**config.mk**
```make
export PLATFORM = sky130hd
export DESIGN_NAME = tse_ssram_bridge_arbiter
export DESIGN_NICKNAME = d
export VERILOG_FILES = /design/src/rtl/tse_ssram_bridge_arbiter.sv
export SDC_FILE = /design/constraint.sdc
export NUM_CORES = 1
export LEC_CHECK = 0
export ABC_AREA = 0
export CORE_AREA = 2 2 122 124
export DETAILED_ROUTE_END_ITERATION = 6
export DIE_AREA = 0 0 124 126
export DONT_BUFFER_PORTS = 1
export SLEW_MARGIN = 10
export SYNTH_ARGS = -nofsm -noshare
export SYNTH_HDL_FRONTEND = slang
export SYNTH_SLANG_ARGS = --single-unit
```
**constraint.sdc**
```tcl
create_clock -name slave_clk -period 4.95 [get_ports slave_clk]
set_clock_uncertainty 0.1 [all_clocks]
set_input_delay 0.495 -clock slave_clk [delete_from_list [all_inputs] [get_ports slave_clk]]
set_output_delay 0.495 -clock slave_clk [all_outputs]
set_load 0.01 [all_outputs]
```
**src/rtl/tse_ssram_bridge_arbiter.sv**
```systemverilog
`default_nettype none
// ============================================================================
//  Module   : tse_ssram_bridge_arbiter
//  Purpose  : Two-master Avalon-MM arbiter in front of the SSRAM clock-crossing
//             bridge slave port (slave_clk side). Master 0 is the Nios II data
//             master, master 1 is the video frame-reader DMA. Round-robin grant
//             with a per-grant hold limit; read responses are steered back to
//             the issuing master through an in-order ID FIFO, and new reads
//             are throttled once MAX_OUTSTANDING reads are pending.
//  Ports    : slave_clk / slave_reset_n   clock, async active-low reset
//             m0_* / m1_*                  Avalon-MM slave side for each master
//             br_*                         Avalon-MM master side to the bridge
//             outstanding                  pending read count (FIFO occupancy)
//             protocol_error               sticky: response with no pending read
//  Revision : 1.0  initial release
// ============================================================================
module tse_ssram_bridge_arbiter #(
    parameter int ADDR_W          = 23,
    parameter int MAX_HOLD        = 4,
    parameter int MAX_OUTSTANDING = 16
) (
    input  logic              slave_clk,
    input  logic              slave_reset_n,
    input  logic [ADDR_W-1:0] m0_address,
    input  logic [3:0]        m0_byteenable,
    input  logic              m0_read,
    input  logic              m0_write,
    input  logic [31:0]       m0_writedata,
    output logic              m0_waitrequest,
    output logic [31:0]       m0_readdata,
    output logic              m0_readdatavalid,
    input  logic [ADDR_W-1:0] m1_address,
    input  logic [3:0]        m1_byteenable,
    input  logic              m1_read,
    input  logic              m1_write,
    input  logic [31:0]       m1_writedata,
    output logic              m1_waitrequest,
    output logic [31:0]       m1_readdata,
    output logic              m1_readdatavalid,
    output logic [ADDR_W-1:0] br_address,
    output logic [ADDR_W-1:0] br_nativeaddress,
    output logic [3:0]        br_byteenable,
    output logic              br_read,
    output logic              br_write,
    output logic [31:0]       br_writedata,
    input  logic              br_waitrequest,
    input  logic [31:0]       br_readdata,
    input  logic              br_readdatavalid,
    input  logic              br_endofpacket,
    output logic [4:0]        outstanding,
    output logic              protocol_error
);

    localparam int PTR_W  = (MAX_OUTSTANDING > 1) ? $clog2(MAX_OUTSTANDING) : 1;
    localparam int HOLD_W = $clog2(MAX_HOLD + 1);
    localparam logic [4:0]        c_MAX_OUT  = 5'(MAX_OUTSTANDING);
    localparam logic [HOLD_W-1:0] c_MAX_HOLD = HOLD_W'(MAX_HOLD);
    localparam logic [PTR_W-1:0]  c_PTR_LAST = PTR_W'(MAX_OUTSTANDING - 1);

    typedef enum logic [1:0] {
        IDLE = 2'd0,
        GNT0 = 2'd1,
        GNT1 = 2'd2
    } state_t;

    state_t             r_state, w_state_nxt;
    logic               r_ptr, w_ptr_nxt;          // 0 favours m0 in IDLE
    logic [HOLD_W-1:0]  r_hold, w_hold_nxt;
    logic               r_fifo [MAX_OUTSTANDING];  // grant ID per pending read
    logic [PTR_W-1:0]   r_wr_ptr, r_rd_ptr;
    logic [4:0]         r_count;
    logic               r_protocol_error;

    logic w_req0, w_req1, w_gnt1, w_granted, w_cur_req, w_oth_req;
    logic w_sel_read, w_sel_write, w_pop, w_push, w_full, w_rd_block;
    logic w_accept, w_head;
    logic w_unused_eop;

    assign w_unused_eop = br_endofpacket;

    assign w_req0    = m0_read | m0_write;
    assign w_req1    = m1_read | m1_write;
    assign w_gnt1    = (r_state == GNT1);
    assign w_granted = (r_state != IDLE);
    assign w_cur_req = w_gnt1 ? w_req1 : w_req0;
    assign w_oth_req = w_gnt1 ? w_req0 : w_req1;

    // Command path: plain mux of the granted master (m0 when idle; the
    // strobes are gated off there so the mux value is irrelevant).
    assign w_sel_read       = w_gnt1 ? m1_read       : m0_read;
    assign w_sel_write      = w_gnt1 ? m1_write      : m0_write;
    assign br_address       = w_gnt1 ? m1_address    : m0_address;
    assign br_nativeaddress = br_address;
    assign br_byteenable    = w_gnt1 ? m1_byteenable : m0_byteenable;
    assign br_writedata     = w_gnt1 ? m1_writedata  : m0_writedata;

    assign w_pop  = br_readdatavalid & (r_count != 5'd0);
    assign w_full = (r_count == c_MAX_OUT);
    // A response popping in the same cycle frees a slot, so a read that is
    // waiting on a full FIFO is accepted in that very cycle.
    assign w_rd_block = w_full & ~w_pop;

    assign br_read  = w_granted & w_sel_read & ~w_rd_block;
    assign br_write = w_granted & w_sel_write;
    assign w_accept = (br_read | br_write) & ~br_waitrequest;
    assign w_push   = w_accept & br_read;

    assign m0_waitrequest = ~(w_accept & (r_state == GNT0));
    assign m1_waitrequest = ~(w_accept & w_gnt1);

    assign w_head           = r_fifo[r_rd_ptr];
    assign m0_readdatavalid = w_pop & ~w_head;
    assign m1_readdatavalid = w_pop &  w_head;
    assign m0_readdata      = br_readdata;
    assign m1_readdata      = br_readdata;

    assign outstanding    = r_count;
    assign protocol_error = r_protocol_error;

    always_comb begin
        w_state_nxt = r_state;
        w_ptr_nxt   = r_ptr;
        w_hold_nxt  = r_hold;
        case (r_state)
            IDLE: begin
                w_hold_nxt = '0;
                if (w_req0 && (!w_req1 || !r_ptr))
                    w_state_nxt = GNT0;
                else if (w_req1)
                    w_state_nxt = GNT1;
            end
            GNT0, GNT1: begin
                if (w_accept) begin
                    w_ptr_nxt = ~w_gnt1;
                    if (w_oth_req) begin
                        // Hand over whenever the other master waits; this
                        // also covers reaching the hold limit.
                        w_state_nxt = w_gnt1 ? GNT0 : GNT1;
                        w_hold_nxt  = '0;
                    end else if (r_hold != c_MAX_HOLD) begin
                        w_hold_nxt = r_hold + HOLD_W'(1);
                    end
                end else if (!w_cur_req) begin
                    // Request withdrawn without an accept.
                    w_state_nxt = IDLE;
                    w_hold_nxt  = '0;
                end
            end
            default: begin
                w_state_nxt = IDLE;
                w_hold_nxt  = '0;
            end
        endcase
    end

    always_ff @(posedge slave_clk or negedge slave_reset_n) begin
        if (!slave_reset_n) begin
            r_state          <= IDLE;
            r_ptr            <= 1'b0;
            r_hold           <= '0;
            r_wr_ptr         <= '0;
            r_rd_ptr         <= '0;
            r_count          <= 5'd0;
            r_protocol_error <= 1'b0;
        end else begin
            r_state <= w_state_nxt;
            r_ptr   <= w_ptr_nxt;
            r_hold  <= w_hold_nxt;
            if (w_push)
                r_wr_ptr <= (r_wr_ptr == c_PTR_LAST) ? '0 : r_wr_ptr + PTR_W'(1);
            if (w_pop)
                r_rd_ptr <= (r_rd_ptr == c_PTR_LAST) ? '0 : r_rd_ptr + PTR_W'(1);
            if (w_push && !w_pop)
                r_count <= r_count + 5'd1;
            else if (w_pop && !w_push)
                r_count <= r_count - 5'd1;
            if (br_readdatavalid && (r_count == 5'd0))
                r_protocol_error <= 1'b1;
        end
    end

    // ID storage needs no reset: occupancy is tracked by the pointers/count.
    always_ff @(posedge slave_clk) begin
        if (w_push)
            r_fifo[r_wr_ptr] <= w_gnt1;
    end

endmodule
`default_nettype wire

```
======== Word-level counts from Yosys, hierarchy flattened ========
Memory sizes are Yosys's and may differ from the RTL's.
Cells that the tools add are included.
word-level totals
  memories kept ........................... 1
  register bits after elaboration ......... 17
  input port bits ......................... 159
  output and inout port bits .............. 158
  memory bits (writable) .................. 16
  logic and storage cells ................. 77
memories
  memory  depth  width  read ports  clocked after memory_dff  wr ports  RTL line  source
  r_fifo  16     1      1           0                         1         69        logic r_fifo [MAX_OUTSTANDING];
operators by class
  add/sub/neg operators ................... 4
  bitwise logic cells ..................... 21
  reductions and logical operators ........ 17
  mux-type cells .......................... 20
  equal/unequal tests ..................... 8
operators by type and width
  operator             count
  $mux 32              1
  $mux 23              1
  $mux 2               6
  $mux 4               3
  $and 1x1->1          11
  $mux 5               2
  $ne 3x3->1 const B   3
  $add 4x1->4 const B  2
  $eq 4x4->1 const B   2
  $not 1->1            7
  $mux 1               6
  $add 5x1->5 const B  1
  $eq 5x5->1 const B   1
  $logic_not 5->1      1
  $reduce_bool 5->1    1
  $sub 5x1->5 const B  1
  $logic_and 1x1->1    4
  $logic_not 1->1      4
  $pmux 2 s2           1
  $reduce_bool 2->1    2
  $or 1x1->1           3
  $reduce_and 3->1     1
  $eq 2x1->1 const B   1
  $eq 2x2->1 const B   1
  4 further kinds      4

======== Depth between registers and ports, before layout ========
  depth after elaboration ................. 13
  gate-level depth with buffers ........... 14
  gate-level depth less buffers ........... 13

======== Worst setup path after synthesis ========
Ideal clock, no wire load.
  path type ............................... reg-to-reg
  start ................................... register r_state[0]
  end ..................................... register r_count[4], in the netlist outstanding[4]
  path buffers ............................ 1
  setup time .............................. 123 ps
  setup slack ............................. 1697 ps
  period minus slack after synthesis ...... 3253 ps
  required time ........................... 4727 ps
  arrival time ............................ 3031 ps
  stages on the path, launching flop included .. 15
  path through ............................ dfrtp_1 > inv_1 > ha_1 > mux2_2 > o31a_1 > and2_1 > clkbuf_1 > ha_1 > inv_1 > fa_1 > a21o_1 > a21oi_1 > xnor2_1 > nor2_1 > xnor2_1
between the ends
  longest elaborated chain between the ends .. 10
  elaborated cells on any way between the ends .. 15
  classes of those cells .................. 1 x eq/ne; 3 x mux; 6 x bitwise; 5 x reduce/logical
ends and longest elaborated chain
  item                                RTL line  source
  from (decl)                         66        state_t r_state, w_state_nxt;
  from (signal assigned)              166       r_state <= w_state_nxt;
  $eq 2x2->1 (*)                      83        assign w_gnt1 = (r_state == GNT1);
  via w_gnt1                          74        logic w_req0, w_req1, w_gnt1, w_granted, w_cur_req, w_oth_req;
  $mux 1                              90        assign w_sel_read = w_gnt1 ? m1_read : m0_read;
  $and 1x1->1 (2 in a row)            103       assign br_read = w_granted & w_sel_read & ~w_rd_block;
  $or 1x1->1                          105       assign w_accept = (br_read | br_write) & ~br_waitrequest;
  $and 1x1->1                         105
  $and 1x1->1 (*)                     106       assign w_push = w_accept & br_read;
  $logic_not 1->1                     175       else if (w_pop && !w_push)
  $logic_and 1x1->1                   175
  $reduce_bool 2->1 (no source line)  --
  to (signal assigned)                174       r_count <= r_count + 5'd1;
  to (signal assigned)                176       r_count <= r_count - 5'd1;
  to (decl)                           71        logic [4:0] r_count;
Mark *: on every way through the listed nets, which the timed path passes. The rest lies on a longest branch.
A chain may end at the register's enable or synchronous reset.

======== Final worst setup path ========
  start ................................... register r_count[1], in the netlist outstanding[1]
  end ..................................... register r_count[4], in the netlist outstanding[4]
between the ends
  longest elaborated chain between the ends .. 12
  elaborated cells on any way between the ends .. 19
  classes of those cells .................. 2 x add/sub; 1 x eq/ne; 2 x mux; 8 x bitwise; 6 x reduce/logical
ends and longest elaborated chain
  item                                RTL line  source
  $reduce_bool 5->1                   97        assign w_pop = br_readdatavalid & (r_count != 5'd0);
  $and 1x1->1                         97
  $not 1->1                           101       assign w_rd_block = w_full & ~w_pop;
  $and 1x1->1                         101
  $not 1->1                           103
  $and 1x1->1                         103
  $or 1x1->1                          105
  $and 1x1->1                         105
  $and 1x1->1                         106
  $logic_not 1->1                     175
  $logic_and 1x1->1                   175
  $reduce_bool 2->1 (no source line)  --
Parallel ways exist; a longest one is shown, timed or not. The select of a mux whose other input is x is not followed.

==> results.py <==
metrics = {
    "run_status": {
        "status": "finished, final reports clean",
    },
    "sta": {
        "fin_ws_ps": 1650,
        "tns_ps": 0,
        "max-slew-margin-rel": 0.358,
        "timing.fmax_mhz": 303,
        "worst_pin_slew_ps": 962,
        "setup_viol": 0,
        "period_share": 0.667,
        "hold_ws_ps": 240,
        "finalHoldViolations": 0,
        "maxSlewViolCount": 0,
        "finalCriticalPeriod_ps": 3300,
        "rsz0062_at_grt": "no",
    },
    "grt": {
        "track_usage": 0.143,
        "antenna_found_initial": 12,
        "overflow": 0,
        "grt_pass1_vias": 1972,
        "grt_pass1_wl_um": 14900,
        "grt_max_degree": 84,
    },
    "placement": {
        "dp_cells": 399,
        "finalWeightedCongestion": 0.755,
        "preCtsSetupSlack_ps": 1660,
        "port_buffers": 0,
        "dp_hpwl_um": 10400,
    },
    "synthesis": {
        "synth_top_cell_area_share": 0.227,
        "synthArstFlopShare": 0.515,
        "yosysSeqAreaShare": 0.286,
        "synth_top_cell_by_area": "mux2_2",
        "dominantRegCellSynth": "dfrtp_1",
        "ys_top_cells_by_count": "buf_4 (87), mux2_2 (64), nor2_1 (19), dfrtp_1 (17), nand2_1 (17)",
        "synth_edf_count": 16,
        "syn_inst": 314,
        "synth_cell_types": 36,
        "synthTopCellsByArea": "mux2_2 (23%), buf_4 (21%), edfxtp_1 (15%), dfrtp_1 (13%), ha_1 (5.1%)",
        "synth.avg_cell_area_sq_um": 10.1,
        "syn_nets": 487,
        "yosysWarnings": 0,
        "synth_most_common_cell": "buf_4",
        "ys_seq_elements": 33,
        "synth_area_sq_mm": 0.00317,
    },
    "finish": {
        "fin_nets": 396,
        "area_growth_pct": -8.37,
        "drive_gt1_frac": 0.366,
        "stdcell_count": 410,
    },
    "clock_network": {
        "postCtsSetupRepairBufs": 0,
        "cts_root_buffer": "clkbuf_16",
        "h-tree-depth": 2,
        "cts_resized": 0,
        "clk_path_buf_depth": 2,
        "insertion_delay_ps": 280,
        "cts_tree": "done",
        "numClockSinks": 33,
        "cts_buffers": 5,
        "cts.reportedPaths.clkPinSlew_ps": 50,
    },
    "drt": {
        "wire_per_inst_um": 29.1,
        "drtIter0Drc": 99,
        "postRouteAntennaNets": 0,
        "vias": 1985,
        "first_pass_iters": 4,
        "wirelength_um": 11900,
        "drc": 0,
        "post_drt_via_cell_ratio": 4.84,
    },
    "floorplan": {
        "rows": 44,
        "initial_core_util": 0.222,
        "ios": 317,
        "core_sq_mm": 0.0143,
        "die-area_sq_mm": 0.0156,
        "die_w_um": 124,
        "die_y_um": 126,
    },
    "setup_path": {
        "critical_path_arrival_ps": 3370,
        "crit_required_ps": 5010,
        "critPathLaunchType": "flop",
        "crit_type": "reg -> reg",
        "cp_max_fo": 11,
        "regToRegSetupSlack_ps": 1650,
        "end_kind": "flop",
    },
    "hold_path": {
        "worst_hold_path_type": "in -> reg",
    },
    "power": {
        "peakVddDrop_mv": 0.237,
        "p_per_area_mw_per_mm2": 651,
        "power.total_w": 0.00189,
        "power_leakage_nw": 1.03,
    },
    "run": {
        "maxCapViolations": 0,
    },
}
==> through the flow <==
stage	instance area (sq um)	utilization
final	2910	0.203
after global routing	2900	0.203
after CTS	2900	0.203
after detailed placement	2720	0.190
after global placement	2720	0.190
after floorplan	3170	-
==> critical path: stages, from the launching register on <==
cell     delay, ps
dfrtp_1        480
or4_4          600
o31a_1         300
and2_1         290
ha_1           260
inv_1          140
ha_1           290
a21o_1         190
a21oi_1        190
xnor2_1        140
nor2_1          70
xnor2_1        130
==> cell type report <==
type | count | area (sq um)
clock inverters | 3 | 46.3
repair buffers | 2 | 17.5
clock buffers | 5 | 125
diodes | 2 | 5.00
multi-input cells | 172 | 1540
flip-flops and latches | 33 | 906
fillers | 1554 | 11400
well taps | 184 | 230
inverters | 9 | 33.8
==> path summary, 6_finish.rpt <==
kind,from,endpoint,depth (start not counted)
worst min-delay path,br_readdatavalid,protocol_error,1
worst max register to register,outstanding[1],outstanding[4],11
min in group asynchronous,slave_reset_n,r_wr_ptr[2],1
worst min register to register,protocol_error,protocol_error,1
worst max-delay path,outstanding[1],outstanding[4],11
max in group asynchronous,slave_reset_n,r_rd_ptr[1],1
==> flip-flops by register name, summed over array words and instances (netlist names) <==
register        count
outstanding         5
protocol_error      1
r_fifo             16
r_ptr               1
r_rd_ptr            4
r_state             2
r_wr_ptr            4
==> cells in the final DEF (no fill, tap or decap), types with 3 or more instances in the layout <==
master     instances
mux2_2            64
nor2_1            19
nand2_1           17
dfrtp_1           17
edfxtp_1          16
ha_1              12
inv_1              9
o21ai_0            6
xnor2_1            6
nor3_1             5
mux4_2             5
a21o_1             5
clkbuf_16          5
nor2b_1            4
nand3_1            4
a21oi_1            3
==> report_power, final <==
group	internal (W)	total, W	switching [W]	leakage, nW
clock network	0.000238	0.000357	0.000119	0.0800
registers	0.000382	0.000505	0.000123	0.350
logic	0.000434	0.00103	0.000596	0.600
total	0.00105	0.00189	0.000838	1.03
==> timing repair <==
item | CTS | global route
setup endpoints to repair | 0 | 0
hold buffers | 1 | 0
endpoints found under the hold margin | 17 | 0
==> routing by layer <==
layer,up-vias,GRT usage,routed length (um)
met3,29,0.133,2500
li1,816,-,-
met2,217,0.196,4870
met1,917,0.156,4200
met5,-,0,39
met4,6,0.0476,326
==> kinds of logic after synthesis <==
group | after synthesis | synth area share
buffers and inverters | 109 | 0.232
multiplexers | 71 | 0.269
AND/OR/NAND/NOR | 55 | 0.0781
flip-flops | 33 | 0.286
AO/OA/AOI/OAI | 25 | 0.0580
adder cells (fa/ha/maj) | 14 | 0.0576
XOR/XNOR | 7 | 0.0193
(Power assumes the default switching activity.)
